### config.mk
export PLATFORM = sky130hd
export DESIGN_NAME = calc_op_sequencer
export DESIGN_NICKNAME = d
export VERILOG_FILES = /design/src/rtl/calc_op_sequencer.sv
export SDC_FILE = /design/constraint.sdc
export NUM_CORES = 1
export LEC_CHECK = 0
export ABC_AREA = 1
export CORE_UTILIZATION = 45
export CTS_CLUSTER_SIZE = 16
export DETAILED_ROUTE_END_ITERATION = 7
export PLACE_DENSITY = 0.82
export SYNTH_ARGS = -nofsm -noshare
export SYNTH_HDL_FRONTEND = slang
export SYNTH_SLANG_ARGS = --single-unit
### constraint.sdc
create_clock -name clk -period 1.6 [get_ports clk]
set_input_delay 0.16 -clock clk [delete_from_list [all_inputs] [get_ports clk]]
set_output_delay 0.16 -clock clk [all_outputs]
set_load 0.1 [all_outputs]
### src/rtl/calc_op_sequencer.sv
// calc_op_sequencer: drives one shared N-bit adder to perform add, subtract,
// unsigned shift-add multiply and unsigned restoring divide. Add/sub take a
// single adder pass; mul/div take N passes, one per clock.
module calc_op_sequencer #(
  parameter int N = 8
) (
  input  logic           clk,
  input  logic           reset,
  input  logic           start,
  input  logic [1:0]     op,
  input  logic [N-1:0]   a,
  input  logic [N-1:0]   b,
  output logic [N-1:0]   add_a,
  output logic [N-1:0]   add_b,
  output logic           add_cin,
  input  logic [N-1:0]   add_sum,
  input  logic           add_cout,
  output logic           busy,
  output logic           done,
  output logic [2*N-1:0] result,
  output logic           carry,
  output logic           div0
);

  localparam int CW = (N > 1) ? $clog2(N) : 1;

  localparam logic [1:0] OP_ADD = 2'b00;
  localparam logic [1:0] OP_SUB = 2'b01;
  localparam logic [1:0] OP_MUL = 2'b10;
  localparam logic [1:0] OP_DIV = 2'b11;

  typedef enum logic [2:0] {
    S_IDLE,
    S_ADDSUB,
    S_MUL,
    S_DIV,
    S_DONE
  } state_t;

  state_t        state;
  logic [N-1:0]  a_reg;
  logic [N-1:0]  b_reg;
  logic [1:0]    op_reg;
  logic [N-1:0]  hi;
  logic [N-1:0]  lo;
  logic [CW-1:0] count;

  // Restoring-division view of the partial remainder: shift in the next
  // dividend bit; the bit shifted out of hi is kept as an overflow flag so a
  // remainder that momentarily exceeds N bits still subtracts correctly.
  logic [N-1:0] div_r;
  logic         div_ov;
  logic         div_q;
  logic [N-1:0] div_hi_next;
  logic [N-1:0] div_lo_next;
  logic [N-1:0] mul_hi_next;
  logic [N-1:0] mul_lo_next;
  logic         last_iter;

  assign div_r       = {hi[N-2:0], lo[N-1]};
  assign div_ov      = hi[N-1];
  assign div_q       = div_ov | add_cout;
  assign div_hi_next = div_q ? add_sum : div_r;
  assign div_lo_next = {lo[N-2:0], div_q};

  // Multiply: {cout, sum, lo} shifted right by one, split back into hi/lo.
  assign mul_hi_next = {add_cout, add_sum[N-1:1]};
  assign mul_lo_next = {add_sum[0], lo[N-1:1]};

  assign last_iter   = (count == CW'(N - 1));

  // Adder operand selection, purely a function of the current state so the
  // adder is idle (all zeros) outside the arithmetic states.
  always_comb begin
    add_a   = '0;
    add_b   = '0;
    add_cin = 1'b0;
    case (state)
      S_ADDSUB: begin
        add_a = a_reg;
        if (op_reg == OP_SUB) begin
          add_b   = ~b_reg;
          add_cin = 1'b1;
        end else begin
          add_b   = b_reg;
        end
      end
      S_MUL: begin
        add_a = hi;
        add_b = lo[0] ? a_reg : '0;
      end
      S_DIV: begin
        add_a   = div_r;
        add_b   = ~b_reg;
        add_cin = 1'b1;
      end
      default: begin
        add_a   = '0;
        add_b   = '0;
        add_cin = 1'b0;
      end
    endcase
  end

  // Sequencer FSM with registered status and result outputs.
  always_ff @(posedge clk or posedge reset) begin
    if (reset) begin
      state  <= S_IDLE;
      a_reg  <= '0;
      b_reg  <= '0;
      op_reg <= '0;
      hi     <= '0;
      lo     <= '0;
      count  <= '0;
      result <= '0;
      carry  <= 1'b0;
      div0   <= 1'b0;
      busy   <= 1'b0;
      done   <= 1'b0;
    end else begin
      case (state)
        S_IDLE: begin
          done <= 1'b0;
          if (start) begin
            a_reg  <= a;
            b_reg  <= b;
            op_reg <= op;
            carry  <= 1'b0;
            div0   <= 1'b0;
            count  <= '0;
            busy   <= 1'b1;
            case (op)
              OP_ADD, OP_SUB: begin
                state <= S_ADDSUB;
              end
              OP_MUL: begin
                hi    <= '0;
                lo    <= b;
                state <= S_MUL;
              end
              default: begin
                if (b == '0) begin
                  // Divide by zero: skip the iterations entirely.
                  div0   <= 1'b1;
                  result <= '0;
                  done   <= 1'b1;
                  state  <= S_DONE;
                end else begin
                  hi    <= '0;
                  lo    <= a;
                  state <= S_DIV;
                end
              end
            endcase
          end
        end

        S_ADDSUB: begin
          result <= {{N{1'b0}}, add_sum};
          // For subtraction the adder carry is the inverted borrow.
          carry  <= (op_reg == OP_SUB) ? ~add_cout : add_cout;
          done   <= 1'b1;
          state  <= S_DONE;
        end

        S_MUL: begin
          hi    <= mul_hi_next;
          lo    <= mul_lo_next;
          count <= count + CW'(1);
          if (last_iter) begin
            result <= {mul_hi_next, mul_lo_next};
            done   <= 1'b1;
            state  <= S_DONE;
          end
        end

        S_DIV: begin
          hi    <= div_hi_next;
          lo    <= div_lo_next;
          count <= count + CW'(1);
          if (last_iter) begin
            result <= {div_hi_next, div_lo_next};
            done   <= 1'b1;
            state  <= S_DONE;
          end
        end

        S_DONE: begin
          done  <= 1'b0;
          busy  <= 1'b0;
          state <= S_IDLE;
        end

        default: begin
          done  <= 1'b0;
          busy  <= 1'b0;
          state <= S_IDLE;
        end
      endcase
    end
  end

endmodule

==> results of run 1 <==
metrics by stage:
stage          cell area [um^2]  total power (W)  worst slack [ns]  utilization (%)
6_report                   5250           0.0126            -0.433             75.5
3_3_place_gp               4730           0.0102           -0.0404             68.2
2_1_floorplan              3450          0.00771             -1.04                -
3_5_place_dp               4730           0.0104           -0.0839             68.2
5_1_grt                    5250           0.0131            -0.440             75.5
4_1_cts                    5050           0.0119            -0.331             72.7
logic make-up (layout without fill, tap and decap cells):
| kind of cell | count (synthesis) | in the layout |
|---|---|---|
| AOI/OAI and AO/OA | 64 | 64 |
| DFF | 60 | 60 |
| adders and majority gates | 2 | 2 |
| and+or+nand+nor | 261 | 262 |
| buffers and inverters | 79 | 184 |
repair_timing:
item	in CTS	in global routing
pin swaps	6	11
setup buffers	9	7
endpoints found under the hold margin	0	0
gates resized for setup	20	33
gates cloned	0	3
endpoints found under the setup margin	35	71
worst min-delay path by stage:
stage / startpoint / end / slack (ns)
after floorplan: reset / a_reg[0] / 0.27
after global placement: hi[2] / hi[2] / 0.46
after detailed placement: hi[2] / hi[2] / 0.47
after CTS: reset / b_reg[7] / 0.28
after global routing: reset / b_reg[7] / 0.29
final: reset / b_reg[4] / 0.25
worst max-delay path: cells and delay by family, from the launching register on:
family,cells,cell delay (ns)
buffers and inverters,3,0.44
flip-flops,1,0.43
AND/OR/NAND/NOR,3,0.37
AO/OA/AOI/OAI,1,0.29
layer usage:
metal / wire [um] / share of wire, % / GRT usage, %
met1: 4210 / 35 / 33.6
met2: 6000 / 50 / 48.6
met3: 1060 / 8.8 / 5.28
met4: 753 / 6.3 / 13.0
met5: 0 / 0 / 0
cell type report:
cell class | instances | area, um^2 | share of cell area (%)
Timing Repair Buffer | 106 | 1460 | 27.7
Clock inverter | 2 | 10.0 | 0.191
Tap cell | 96 | 120 | 2.29
Clock buffer | 12 | 165 | 3.15
Inverter | 64 | 256 | 4.89
Multi-Input combinational cell | 328 | 1740 | 33.1
Sequential cell | 60 | 1500 | 28.6
cell usage after synthesis:
master    number
inv_2          3
nand2_1      181
clkbuf_1       3
o221ai_1       6
o211ai_1       8
o21ai_0       35
inv_1         61
o22ai_1        1
nand3_1       32
ha_1           2
nor2_2         1
a21oi_1       11
nor2_1        39
nand2_4        1
nand3_4        1
buf_4          1
buf_2          9
a21oi_2        2
buf_1          1
nand2_2        5
nor2_4         1
buf_6          1
dfrtp_1       60
o21ai_4        1
cell usage in the layout (no fill, tap or decap), types with 3 or more instances in the layout:
cell type / instances
nand2_2: 5
o21ai_0: 29
a21oi_2: 5
nand2_1: 177
o211ai_1: 8
o21ai_1: 6
buf_6: 7
a21oi_1: 8
nand3_1: 26
buf_4: 26
o221ai_4: 6
nand3_4: 5
clkdlybuf4s50_1: 29
buf_12: 38
nand2_4: 3
dfrtp_1: 59
nor2_1: 33
inv_1: 55
inv_2: 5
clkbuf_16: 4
nor2_4: 4
nor2_2: 4
clkbuf_8: 12
nand3_2: 3
power by group:
group	internal, W	total, W	leakage (nW)	switching (W)
Sequential	0.00217	0.00279	0.767	0.000614
Combinational	0.00293	0.00859	1.77	0.00566
Clock	0.000666	0.00126	0.0941	0.000589
Total	0.00576	0.0126	2.63	0.00687
==> flow_summary.json, run 1 <==
{
  "status": "finished with violations",
  "violations": "setup timing",
  "grt_overflow_total": 0,
  "htreeDepth": 3,
  "io_pins": 67,
  "setup.worst_path.end_class": "output port",
  "reg2reg_to": "result[13]",
  "largest_reg_flops": 16,
  "max_freq_mhz": 492,
  "layout-drive-gt1-share_pct": 24.3,
  "place_hpwl_mm": 6.95,
  "synthMuxAreaShare_pct": 0,
  "slowest_delay_ns": 0.43,
  "slew_viol_final": 0,
  "ant_nets": 0,
  "top_register": "result",
  "routed_wl_mm": 12.0,
  "rrSetupSlack_ns": -0.29,
  "std_cell_rows": 30,
  "finalSetupTns_ns": -9.60,
  "gp_congestion": 0.886,
  "hold_path.class": "input pin to async pin",
  "cpMaxStageDelayCell": "dfrtp_2",
  "place_inst": 636,
  "leakage_nw": 2.63,
  "startpoint_type": "register",
  "synthXorXnorAreaFrac_pct": 0,
  "maxCapViolCount": 0,
  "yosysTopAreaCell": "dfrtp_1",
  "rr_startpoint": "state[1]",
  "fin_cells": 668,
  "cp.required_ns": 1.44,
  "grt_max_degree": 61,
  "fp.dieW_um": 87.5,
  "synth_warnings": 0,
  "drc_errors": 0,
  "track_usage_pct": 27.9,
  "numPortBuffers": 66,
  "ys_types": 24,
  "synth_top_cell_area_share_pct": 45.6,
  "numCtsBuffers": 9,
  "holdBufCountCts": 0,
  "n_fill_cell": 420,
  "crit_end": "add_b[4]",
  "clk_pin_slew_worst_paths_ns": 0.06,
  "grt_pass1_wl_mm": 16.2,
  "peakVddDrop_mv": 1.47,
  "syn_avg_cell_area_um2": 7.06,
  "diodes": 0,
  "synth_compound_area_share_pct": 11.6,
  "via_per_inst": 5.72,
  "yosys.area_share.simple_pct": 32.3,
  "rsz0062_at_grt": "yes",
  "die_area_um2": 7660,
  "synthCells": 466,
  "synth_fa_ha_area_share_pct": 0.760,
  "synthTopCellsByArea": "dfrtp_1 (46%), nand2_1 (21%), inv_1 (7.0%)",
  "cp.arrival_ns": 1.87,
  "ys_ff_latch": 60,
  "syn_area_um2": 3290,
  "drt_iter0_markers": 591,
  "coreArea_um2": 6940,
  "crit_type": "register to output port",
  "synth_top_family_by_area": "simple AND/OR/NAND/NOR gates",
  "finClkSkew_ns": 0.00846,
  "min_period_ns": 2.03,
  "grt_pass1_vias": 3487,
  "dr.pass1.iters": 6,
  "cts_sinks": 60,
  "max_slew_margin_pct": 44.1,
  "clk_latency_ns": 0.35,
  "setup_viol": 43,
  "tightestPinTransition_ns": 0.839,
  "reg2reg_depth": 7,
  "antenna_found_initial": 0,
  "crit_path_start": "state[1]",
  "hold_viol_final": 0,
  "holdWs_ns": 0.254,
  "layout_setup_ws_ns": -0.433,
  "start_util_pct": 47.4,
  "die_y_um": 87.5,
  "worstPathCellList": "nor2_4 > buf_6 > nand3_4 > nand2_8 > inv_8 > o211ai_1 > clkbuf_16",
  "postSynthNetCount": 498,
  "cts_root_buffer": "clkbuf_8",
  "cts_tree": "yes",
  "via_count": 3820,
  "ys_seq_area_share_pct": 45.6,
  "crit_path_max_fanout": 8,
  "fin_crit_sh_pct": 127,
  "syn_to_final_growth_pct": 59.3,
  "p_per_area_nw_per_um2": 2410,
  "wl_per_cell_um": 18.0,
  "cts.path.max_buffers": 2,
  "nets": 601
}
Power figures use the tool's default switching activity.
==> run 2, diff against run 1 <==
Clock period 1.6 ns to 1.8 ns, I/O delays scaled along.
==> flow_summary.json, run 2 (synthesis results as in run 1) <==
{
  "status": "finished with violations",
  "violations": "setup timing",
  "cpMostUsedCell": "inv_2",
  "track_usage_pct": 30.1,
  "regArea_um2": 1500,
  "coreArea_um2": 6940,
  "cts.path.max_buffers": 2,
  "min_period_ns": 2.01,
  "grt_overflow_total": 0,
  "ant_nets": 0,
  "numCtsBuffers": 9,
  "final_cell_mix": "nand2_1 (177), dfrtp_1 (58), inv_1 (56)",
  "cpMaxStageDelayCell": "dfrtp_1",
  "max_freq_mhz": 497,
  "cp.required_ns": 1.62,
  "fp.dieW_um": 87.5,
  "place_hpwl_mm": 6.82,
  "via_count": 3742,
  "use_met2_pct": 49.4,
  "die_area_um2": 7660,
  "crit_path_start": "state[0]",
  "antenna_found_initial": 0,
  "grt_max_degree": 61,
  "drt_iter0_markers": 584,
  "top_register": "result",
  "dr.pass1.iters": 6,
  "place_inst": 628,
  "crit_end": "add_b[3]",
  "grt_use_met3_pct": 8.11,
  "setup_viol": 16,
  "cts_tree": "yes",
  "slowest_delay_ns": 0.41,
  "clk_pin_slew_worst_paths_ns": 0.07,
  "die_y_um": 87.5,
  "cp.arrival_ns": 1.83,
  "io_pins": 67,
  "hold_path.class": "input pin to async pin",
  "hold_viol_final": 0,
  "reg2reg_to": "result[6]",
  "finClkSkew_ns": 0.00702,
  "crit_type": "register to output port",
  "startpoint_type": "register",
  "wl_per_cell_um": 17.0,
  "holdBufCountCts": 0,
  "routed_wl_mm": 11.2,
  "syn_to_final_growth_pct": 47.6,
  "rrSetupSlack_ns": 0,
  "max_slew_margin_pct": 49.6,
  "holdWs_ns": 0.205,
  "n_fill_cell": 495,
  "diodes": 0,
  "crit_path_max_fanout": 5,
  "std_cell_rows": 30,
  "post-route-util_pct": 70.0,
  "fin_crit_sh_pct": 112,
  "grt_pass1_vias": 3517,
  "design_area_um2": 4860,
  "clk_latency_ns": 0.35,
  "layout-drive-gt1-share_pct": 21.7,
  "placed_area_um2": 4400,
  "setup.worst_path.end_class": "output port",
  "layout_setup_ws_ns": -0.210,
  "numPortBuffers": 66,
  "cts_sinks": 60,
  "largest_reg_flops": 16,
  "start_util_pct": 47.4,
  "final_common_cell": "nand2_1",
  "htreeDepth": 3,
  "reg2reg_depth": 10,
  "rsz0062_at_grt": "yes",
  "grt_pass1_wl_mm": 17.1,
  "worstPathCellList": "inv_1 > nand3_2 > inv_2 > nand2_2 > inv_2 > nand2_1 > o211ai_1 > clkbuf_16",
  "gp_congestion": 0.933,
  "slew_viol_final": 0,
  "fin_cells": 659,
  "grt_busiest_layer": "met2",
  "maxCapViolCount": 0,
  "via_per_inst": 5.68,
  "nets": 591,
  "drc_errors": 0,
  "grtUsageMet1_pct": 35.9,
  "tightestPinTransition_ns": 0.756,
  "multi_input_area_um2": 1700,
  "cts_root_buffer": "clkbuf_8",
  "rr_startpoint": "state[1]"
}
==> run 2: metal layers <==
layer	wire length, um	part of all wire [%]
met5	0	0
met4	630	5.6
met3	1080	9.7
met2	5290	47
met1	4190	37
==> run 2: per-stage QoR <==
stage	TNS, ns	worst slack (ns)
after global routing	-3.95	-0.272
after global placement	0	0.118
final	-2.09	-0.210
after detailed placement	0	0.0287
after CTS	-1.83	-0.176
after floorplan	-7.88	-0.856
==> run 2: worst min path at each step <==
stage                             to  startpoint  cells after the start  slack [ns]
final                       b_reg[6]       reset                      3        0.21
after global routing        b_reg[6]       reset                      3        0.23
after CTS                   b_reg[4]       reset                      3        0.22
after detailed placement       hi[2]       hi[2]                      2        0.46
after global placement    result[14]  result[14]                      2        0.46
after floorplan                carry    add_cout                      1        0.30
==> run 2: what timing repair did <==
item / 4_1_cts / 5_1_grt
endpoints found under the setup margin: 17 / 71
pin swaps: 7 / 0
gates resized for setup: 19 / 12
hold endpoints to repair: 0 / 0
setup buffers: 12 / 2
gates cloned: 1 / 2
==> run 2: critical path: cells and delay by family (launching register included) <==
kind                   cells  cell delay [ns]
buffers and inverters      4             0.63
AND/OR/NAND/NOR            3             0.31
flip-flops                 1             0.41
AO/OA/AOI/OAI              1             0.13
==> run 2: area by class of cell <==
cell class / count / share of cell area [%]
clock buffers: 14 / 3.76
well taps: 96 / 2.47
repair buffers: 96 / 22.8
multi-input cells: 328 / 34.9
inverters: 64 / 5.05
flip-flops and latches: 60 / 30.9
clock inverters: 1 / 0.103
Power of run 2 is left out: the tool's default activity adds up to more than one toggle a clock period on the data nets, which glitch-free logic cannot reach.
==> run 3, diff against run 2 <==
Settings changed: CTS_CLUSTER_SIZE 16 to 28.
Clock period 1.8 ns to 1.68 ns, I/O delays scaled along.
==> flow_summary.json, run 3 (synthesis results as in run 1) <==
{
  "clk_pin_slew_worst_paths_ns": 0.07,
  "layout_setup_ws_ns": -0.332,
  "top_register": "result",
  "crit_family": "simple AND/OR/NAND/NOR gates",
  "fp.dieW_um": 87.5,
  "leakage_nw": 2.70,
  "finClkSkew_ns": 0.0162,
  "wl_per_cell_um": 21.8,
  "switching_share_pct": 55.3,
  "cpMaxStageDelayCell": "dfrtp_2",
  "worstPathCellList": "nor2_4 > nand2_4 > nor2_4 > buf_6 > a21oi_1 > o21ai_1 > buf_12",
  "status": "finished with violations",
  "crit_path_max_fanout": 5,
  "syn_to_final_growth_pct": 65.5,
  "crit_type": "register to output port",
  "gp_congestion": 0.910,
  "p_per_area_nw_per_um2": 2380,
  "drt_iter0_markers": 686,
  "seqPwrFrac_pct": 20.7,
  "numPortBuffers": 66,
  "maxCapViolCount": 0,
  "clockPowerShare_pct": 11.5,
  "hold_path.class": "input pin to async pin",
  "slowest_delay_ns": 0.44,
  "cts_tree": "yes",
  "placed_area_um2": 4710,
  "p_sw_w": 0.00718,
  "via_per_inst": 6.20,
  "largest_reg_flops": 16,
  "tightestPinTransition_ns": 0.415,
  "grt_pass1_wl_mm": 19.2,
  "setup.worst_path.end_class": "output port",
  "rsz0062_at_grt": "yes",
  "rrSetupSlack_ns": -0.25,
  "drc_errors": 0,
  "ant_nets": 0,
  "path_buf_inv": 2,
  "reg2reg_depth": 12,
  "std_cell_rows": 30,
  "start_util_pct": 47.4,
  "numCtsBuffers": 9,
  "place_worst_setup_slack_ns": -0.0536,
  "grt_max_degree": 38,
  "slew_viol_final": 0,
  "max_slew_margin_pct": 72.3,
  "cp.arrival_ns": 1.84,
  "fin_crit_sh_pct": 120,
  "grt_pass1_vias": 3749,
  "final_cell_mix": "nand2_1 (171), dfrtp_1 (59), inv_1 (55)",
  "final_common_cell": "nand2_1",
  "io_pins": 67,
  "via_count": 4190,
  "die_y_um": 87.5,
  "routed_wl_mm": 14.8,
  "layout-drive-gt1-share_pct": 29.0,
  "cts.path.max_buffers": 2,
  "htreeDepth": 3,
  "track_usage_pct": 34.0,
  "intPower_w": 0.00580,
  "cpMostUsedCell": "nor2_4",
  "coreArea_um2": 6940,
  "die_area_um2": 7660,
  "setup_viol": 52,
  "cts_sinks": 60,
  "n_fill_cell": 391,
  "dr.pass1.iters": 6,
  "antenna_found_initial": 0,
  "multi_input_area_um2": 1850,
  "grt_overflow_total": 0,
  "regArea_um2": 1500,
  "violations": "setup timing",
  "place_hpwl_mm": 7.51,
  "comb_power_share_pct": 67.8,
  "reg2reg_to": "lo[5]",
  "design_area_um2": 5450,
  "cts_root_buffer": "clkbuf_8",
  "startpoint_type": "register",
  "clk_latency_ns": 0.38,
  "peakVddDrop_mv": 1.16,
  "max_freq_mhz": 497,
  "holdBufCountCts": 0,
  "hold_viol_final": 0,
  "cp.required_ns": 1.51,
  "finalSetupTns_ns": -8.73,
  "nets": 607,
  "diodes": 0,
  "rr_startpoint": "state[2]",
  "min_period_ns": 2.01
}
-- run 3: changes by cell type in the layout (fill, tap and decap cells not counted), sizes merged --
cell      before  now
bufinv         0    1
buf           65   79
nand2        187  189
clkbuf        16   15
clkinvlp       0    1
-- run 3: how the worst max path moves through the flow --
| stage | from | slack (ns) | end | cells after the start |
|---|---|---|---|---|
| final | state[1] | -0.33 | add_b[5] | 7 |
| after global routing | state[1] | -0.36 | add_b[6] | 7 |
| after CTS | state[2] | -0.24 | add_b[7] | 6 |
| after detailed placement | state[1] | -0.05 | result[9] | 5 |
| after global placement | b[6] | 0.05 | result[6] | 9 |
| after floorplan | state[1] | -0.96 | add_b[2] | 5 |
-- run 3: final cells by class --
cell class | count | area share [%]
multi-input combinational | 330 | 34.0
timing repair buffer | 110 | 27.6
sequential | 60 | 27.6
inverter | 64 | 4.55
clock buffer | 13 | 3.28
tap | 96 | 2.20
clock inverter | 3 | 0.781
-- run 3: routing by layer --
metal,vias to the layer above,GRT usage [%],routed length [um]
met5,-,0,24
met4,2,21.2,1370
met3,166,9.61,1900
met2,444,54.4,6550
met1,1898,40.7,4930
li1,1680,-,-
-- run 3: repair_timing --
action / 4_1_cts / 5_1_grt
endpoints found under the setup margin: 28 / 63
buffers inserted: 12 / 10
resized for setup: 23 / 62
pin swaps: 12 / 31
gates cloned: 2 / 4
-- run 3: worst register-to-register path, stage by stage (launching register included) --
cell and delay (ns):
dfrtp_1 0.44, inv_2 0.14, nand3_4 0.18, buf_6 0.17, buf_6 0.11, buf_6 0.10, buf_6 0.12, clkbuf_16 0.17
nor2_4 0.11, nor2_2 0.06, nand2_1 0.09, nand3_2 0.08, nand2_2 0.09
-- run 3: power by group through the flow --
| stage | clock [W] | combinational [W] | sequential (W) |
|---|---|---|---|
| after floorplan | 0 | 0.00382 | 0.00352 |
| after global placement | 0 | 0.00710 | 0.00257 |
| after detailed placement | 0 | 0.00728 | 0.00262 |
| after CTS | 0.00144 | 0.00764 | 0.00261 |
| after global routing | 0.00154 | 0.00909 | 0.00273 |
| final | 0.00150 | 0.00880 | 0.00269 |
-- run 3: stage by stage --
stage          power [W]  hold WS (ns)  std cells  util [%]
3_3_place_gp     0.00967         0.459        633      67.8
3_5_place_dp     0.00990         0.467        633      67.8
5_1_grt           0.0134         0.153        676      78.5
2_1_floorplan    0.00734         0.293        466         -
4_1_cts           0.0117         0.131        663      74.0
6_report          0.0130         0.118        676      78.5
